### config.mk
export PLATFORM = sky130hd
export DESIGN_NAME = snn_csr_bank
export DESIGN_NICKNAME = d
export VERILOG_FILES = /design/src/rtl/snn_csr_bank.sv
export SDC_FILE = /design/constraint.sdc
export NUM_CORES = 1
export LEC_CHECK = 0
export BUFFER_PORTS_ARGS = -buffer_cell sky130_fd_sc_hd__buf_2
export CORE_MARGIN = 4
export CORE_UTILIZATION = 41
export CTS_CLUSTER_DIAMETER = 30
export DETAILED_ROUTE_END_ITERATION = 12
export GPL_TIMING_DRIVEN = 1
export SETUP_SLACK_MARGIN = 0.3
export SYNTH_ARGS = -nofsm -noshare
export SYNTH_HDL_FRONTEND = slang
export SYNTH_SLANG_ARGS = --single-unit
### constraint.sdc
create_clock -name clk -period 5.75 [get_ports clk]
set_input_delay 1.15 -clock clk [delete_from_list [all_inputs] [get_ports clk]]
set_output_delay 1.15 -clock clk [all_outputs]
set_load 0.005 [all_outputs]
### src/rtl/snn_csr_bank.sv
// Control/status register bank for the SNN core: shadow/active configuration,
// busy write-lock, W1C interrupt status, decode-error capture and FIFO pop.
module snn_csr_bank #(
  parameter int unsigned NUM_THR     = 4,
  parameter int unsigned OUT_DATA_W  = 4,
  parameter int unsigned CNT_W       = 5,
  parameter logic [31:0] THR_DEFAULT = 32'd200,
  parameter logic [7:0]  TS_DEFAULT  = 8'd8
) (
  input  logic                    clk,
  input  logic                    rst_n,
  input  logic                    req_valid,
  input  logic                    req_write,
  input  logic [31:0]             req_addr,
  input  logic [31:0]             req_wdata,
  input  logic [3:0]              req_wstrb,
  output logic [31:0]             rdata,
  output logic                    rsp_err,
  input  logic                    snn_busy,
  input  logic                    snn_done_pulse,
  input  logic [7:0]              timestep_counter,
  input  logic                    in_fifo_empty,
  input  logic                    in_fifo_full,
  input  logic                    out_fifo_empty,
  input  logic                    out_fifo_full,
  input  logic [OUT_DATA_W-1:0]   out_fifo_rdata,
  input  logic [CNT_W-1:0]        out_fifo_count,
  output logic [NUM_THR*32-1:0]   thresholds,
  output logic [7:0]              timesteps,
  output logic                    reset_mode,
  output logic                    start_pulse,
  output logic                    soft_reset_pulse,
  output logic                    out_fifo_pop,
  output logic                    irq
);

  typedef enum logic [5:0] {
    W_CTRL       = 6'd0,
    W_STATUS     = 6'd1,
    W_TIMESTEPS  = 6'd2,
    W_RESET_MODE = 6'd3,
    W_IRQ_EN     = 6'd4,
    W_IRQ_STAT   = 6'd5,
    W_OUT_DATA   = 6'd6,
    W_OUT_COUNT  = 6'd7,
    W_ERR_ADDR   = 6'd8
  } reg_word_e;

  logic [31:0] thr_shadow [NUM_THR];
  logic [7:0]  ts_shadow;
  logic        rm_shadow;
  logic [2:0]  irq_en;
  logic [2:0]  irq_stat;
  logic [8:0]  err_addr;
  logic        pop_pending;
  logic        full_q;

  logic [5:0]  word;
  logic        thr_hit;
  logic [31:0] thr_idx;
  logic        mapped;
  logic        wr_req;
  logic        rd_req;
  logic        lock_err;
  logic        start_req;
  logic        start_err;
  logic        pop_inflight;
  logic        pop_err;
  logic        pop_accept;
  logic        wr_ok;
  logic        commit;
  logic [2:0]  stat_set;
  logic [2:0]  stat_clr;
  logic        unused_addr_bits;

  assign unused_addr_bits = ^{req_addr[31:8], req_addr[1:0]};

  assign word    = req_addr[7:2];
  assign thr_idx = {26'd0, word} - 32'd16;
  assign thr_hit = (word[5] | word[4]) && (thr_idx < NUM_THR);
  assign mapped  = (word <= 6'd8) || thr_hit;

  assign wr_req = req_valid & req_write;
  assign rd_req = req_valid & ~req_write;

  assign lock_err     = wr_req & snn_busy &
                        ((word == W_TIMESTEPS) | (word == W_RESET_MODE) | thr_hit);
  assign start_req    = wr_req & (word == W_CTRL) & req_wdata[0];
  assign start_err    = start_req & snn_busy;
  assign pop_inflight = pop_pending | out_fifo_pop;
  assign pop_err      = rd_req & (word == W_OUT_DATA) & pop_inflight;
  assign pop_accept   = rd_req & (word == W_OUT_DATA) & ~out_fifo_empty & ~pop_inflight;

  assign rsp_err  = (req_valid & ~mapped) | lock_err | start_err | pop_err;
  assign wr_ok    = wr_req & ~rsp_err;
  assign commit   = start_req & ~snn_busy;
  assign stat_set = {rsp_err, out_fifo_full & ~full_q, snn_done_pulse};
  assign stat_clr = (wr_req && (word == W_IRQ_STAT)) ? req_wdata[2:0] : '0;

  always_comb begin
    rdata = '0;
    case (word)
      W_STATUS:     rdata = {16'd0, timestep_counter, 2'd0, pop_inflight, out_fifo_full,
                             out_fifo_empty, in_fifo_full, in_fifo_empty, snn_busy};
      W_TIMESTEPS:  rdata = {24'd0, ts_shadow};
      W_RESET_MODE: rdata = {31'd0, rm_shadow};
      W_IRQ_EN:     rdata = {29'd0, irq_en};
      W_IRQ_STAT:   rdata = {29'd0, irq_stat};
      W_OUT_DATA:   if (!out_fifo_empty) rdata = 32'(out_fifo_rdata);
      W_OUT_COUNT:  rdata = 32'(out_fifo_count);
      W_ERR_ADDR:   rdata = {23'd0, err_addr};
      default: begin
        for (int unsigned i = 0; i < NUM_THR; i++) begin
          if (thr_hit && (thr_idx == i)) rdata = thr_shadow[i];
        end
      end
    endcase
  end

  always_ff @(posedge clk or negedge rst_n) begin
    if (!rst_n) begin
      for (int unsigned i = 0; i < NUM_THR; i++) thr_shadow[i] <= THR_DEFAULT;
      thresholds       <= {NUM_THR{THR_DEFAULT}};
      ts_shadow        <= TS_DEFAULT;
      timesteps        <= TS_DEFAULT;
      rm_shadow        <= 1'b0;
      reset_mode       <= 1'b0;
      irq_en           <= '0;
      irq_stat         <= '0;
      err_addr         <= '0;
      start_pulse      <= 1'b0;
      soft_reset_pulse <= 1'b0;
      pop_pending      <= 1'b0;
      out_fifo_pop     <= 1'b0;
      full_q           <= 1'b0;
      irq              <= 1'b0;
    end else begin
      start_pulse      <= commit;
      soft_reset_pulse <= wr_req & (word == W_CTRL) & req_wdata[1];
      pop_pending      <= pop_accept;
      out_fifo_pop     <= pop_pending;
      full_q           <= out_fifo_full;
      irq              <= |(irq_stat & irq_en);
      // set is OR-ed after the clear so a coincident event survives the W1C
      irq_stat         <= (irq_stat & ~stat_clr) | stat_set;
      if (rsp_err) err_addr <= {req_write, word, 2'b00};

      if (wr_ok) begin
        if (word == W_TIMESTEPS && req_wstrb[0])  ts_shadow <= req_wdata[7:0];
        if (word == W_RESET_MODE && req_wstrb[0]) rm_shadow <= req_wdata[0];
        if (word == W_IRQ_EN && req_wstrb[0])     irq_en    <= req_wdata[2:0];
        for (int unsigned i = 0; i < NUM_THR; i++) begin
          if (thr_hit && (thr_idx == i)) begin
            for (int unsigned b = 0; b < 4; b++) begin
              if (req_wstrb[b]) thr_shadow[i][8*b +: 8] <= req_wdata[8*b +: 8];
            end
          end
        end
      end

      if (commit) begin
        for (int unsigned i = 0; i < NUM_THR; i++) thresholds[32*i +: 32] <= thr_shadow[i];
        timesteps  <= ts_shadow;
        reset_mode <= rm_shadow;
      end
    end
  end

endmodule

==> flow_summary.json <==
{
  "status": "completed",
  "period_share": 0.763,
  "rsz0062_at_grt": "no",
  "fp.dieH_um": 186,
  "timing.rr.start": "out_fifo_pop$_DFF_PN0_",
  "cts-buffers-inserted": 68,
  "peakVddDrop_uv": 229,
  "post_synth_instance_area_um2": 13000,
  "track_usage": 0.188,
  "layout.cells.most_common_list": "dfrtp_1 (267), buf_2 (240), mux2_2 (148)",
  "timing.critical_path.slowest_stage_cell": "mux4_2",
  "hold_slack_ns": 0.374,
  "met3RoutedLength_um": 2140,
  "grt_antenna_before_repair": 6,
  "cp_max_fo": 34,
  "drt_drc_violations_left": 0,
  "avgSynthCellArea_um2": 16.3,
  "gp_congestion": 0.798,
  "global_route_wire_length_before_repair_um": 50200,
  "pwr_density_cell_nw_per_um2": 373,
  "cp_data_required_time_ns": 4.60,
  "dpl.hpwl_um": 21000,
  "std_cell_rows": 64,
  "worstMarginPinSlew_ns": 1.02,
  "cts.htree.levels": 3,
  "critical_path_class": "input pin to output port",
  "p_total_uw": 6340,
  "cts_tree": "done",
  "layout-drive-gt1-share": 0.616,
  "synthCells": 794,
  "globalRouteOverflowTotal": 0,
  "fillers": 2565,
  "timing.hold.worst.start": "pop_pending$_DFF_PN0_",
  "multiInputGateArea_um2": 5300,
  "postRouteAntennaNets": 0,
  "design.portCount": 269,
  "cellLeakagePower_uw": 0.00914,
  "quantity_of_i_o_buffers_inserted_on_ports": 242,
  "fin_worst_skew_ns": 0.0308,
  "drt_wl_cell_um": 21.1,
  "synth.lib_cells_used.distinct": 50,
  "syn2layout_area_growth_pct": 31.3,
  "max_cap_viol_count": 0,
  "min_period_ns": 4.39,
  "synthesis_warnings": 0,
  "floorplan.core_area_um2": 30900,
  "die-area_um2": 34500,
  "cpPeakStageDelay_ns": 0.57,
  "cts_root_buf": "clkbuf_16",
  "top_layer": "met5",
  "timing.final.hold_violations": 0,
  "critical_path.startpoint_type": "input pin",
  "final_common_cell": "dfrtp_1",
  "num_vias": 7927,
  "largest_net_degree_at_the_start_of_global_routing": 109,
  "post-route-util": 0.551,
  "total_routed_wire_length_on_the_met1_layer_um": 14900,
  "final_max_slew_viol_count": 0,
  "worstPathArrival_ns": 3.24,
  "max-clock-path-buffers": 3,
  "fmax_mhz": 228,
  "cts_post_setup_buffers_inserted": 0,
  "rr_worst_depth": 4,
  "postSynth.asyncResetShare": 1.00,
  "via_count_of_the_first_global_routing_pass": 8481,
  "clk_pin_slew_worst_paths_ns": 0.04,
  "met2_length_um": 14700,
  "die_x_um": 186,
  "cts_repair_resize_count": 0,
  "drtPass1Iterations": 5,
  "min_delay_path_depth": 0,
  "register_area_um2": 7360,
  "cp-startpoint": "req_addr[2]",
  "cell_chain_critical_path": "buf_4 -> buf_4 -> mux4_2 -> a222oi_1 -> inv_1 -> buf_2",
  "layout.cell_area.non_filler_um2": 17000,
  "slew_headroom": 0.315,
  "synth_seq_cells": 293,
  "design.final.nets": 1176,
  "synth.net_count": 889,
  "clkLatencyLatePin_ns": 0.56,
  "min_path_type": "flip-flop to flip-flop",
  "start_util": 0.419,
  "clock-sinks": 293,
  "timing.setup.tns_ns": 0,
  "vias_per_cell": 5.16,
  "starting_drt_drc_count": 357,
  "aggregate_routed_wire_length_um": 32400,
  "yosys_most_used_dff": "dfrtp_1",
  "worstSetupEndpointType": "output port",
  "synth_edf_count": 0,
  "report.final.setup_viol": 0,
  "post_cts_hold_buffer_count": 0,
  "synth-seq-area-share": 0.568,
  "placed_standard_cell_area_um2": 14500,
  "path_common_cell": "buf_4"
}
-- report_power, final --
part	internal (uW)	leakage [uW]	switching [uW]
registers	2110	0.00395	26.4
logic	80.9	0.00399	120
clock network	2760	0.00119	1250
-- critical path: cells and delay by family --
family	cells	cell delay (ns)
buf+inv	4	1.23
compound gates	1	0.28
mux	1	0.57
-- kinds of logic (layout without fill, tap and decap cells) --
family | count (synthesis) | in the layout | synth area share
buf+inv | 48 | 390 | 0.0248
mux | 317 | 317 | 0.332
compound gates | 40 | 40 | 0.0238
other cells | 0 | 3 | 0
simple gates | 96 | 96 | 0.0513
flops | 293 | 293 | 0.568
-- cell type report --
class                      count  share of cell area
clock buffer                  86               0.109
timing repair buffer         257              0.0800
tap                          396              0.0291
clock inverter                39              0.0360
multi-input combinational    453               0.311
inverter                       8             0.00176
antenna                        3            0.000441
sequential                   293               0.433
-- cell usage after synthesis, drive strengths merged, types with 3 or more instances --
| library cell | n | area, um2 |
|---|---|---|
| nor4b | 4 | 35.0 |
| and2 | 16 | 100 |
| o21ai | 6 | 33.8 |
| buf | 27 | 243 |
| a21oi | 4 | 20.0 |
| mux4 | 32 | 721 |
| mux2 | 282 | 3550 |
| a22oi | 8 | 60.1 |
| a221oi | 3 | 26.3 |
| nor3 | 5 | 30.0 |
| mux2i | 3 | 30.0 |
| nand3 | 17 | 130 |
| or3 | 3 | 18.8 |
| a22o | 9 | 78.8 |
| nor2 | 17 | 131 |
| dfstp | 26 | 683 |
| inv | 8 | 30.0 |
| a222oi | 4 | 40.0 |
| dfrtp | 267 | 6680 |
| nand2 | 15 | 56.3 |
| clkbuf | 13 | 48.8 |
| and4 | 4 | 35.0 |
-- routing by layer --
layer,vias up,GRT usage
li1,3559,-
met1,4052,0.262
met2,249,0.288
met3,59,0.0551
met4,8,0.0519
met5,-,0
-- sequential cells by signal, indices dropped and copies added (netlist names) --
signal and flops:
timesteps 8, thresholds 128, err_addr 7, irq 1, start_pulse 1, out_fifo_pop 1, soft_reset_pulse 1, pop_pending 1
ts_shadow 8, reset_mode 1, full_q 1, thr_shadow 128, irq_stat 3, rm_shadow 1, irq_en 3
-- worst paths after layout --
kind / to / slack (ns)
max in group asynchronous: thresholds[1]$_DFFE_PN0P_ / 3.91
max: rdata[8] / 1.36
min reg2reg: out_fifo_pop$_DFF_PN0_ / 0.37
max reg2reg: err_addr[3]$_DFFE_PN0P_ / 4.08
min in group asynchronous: thresholds[19]$_DFFE_PN0P_ / 0.65
min: out_fifo_pop$_DFF_PN0_ / 0.37
-- through the flow --
stage | worst slack, ns | std cells
floorplan | 1.83 | 794
global placement | 1.28 | 1407
detailed placement | 1.31 | 1407
CTS | 1.30 | 1532
global route | 1.19 | 1534
finish | 1.36 | 1535
(Power assumes the default switching activity.)
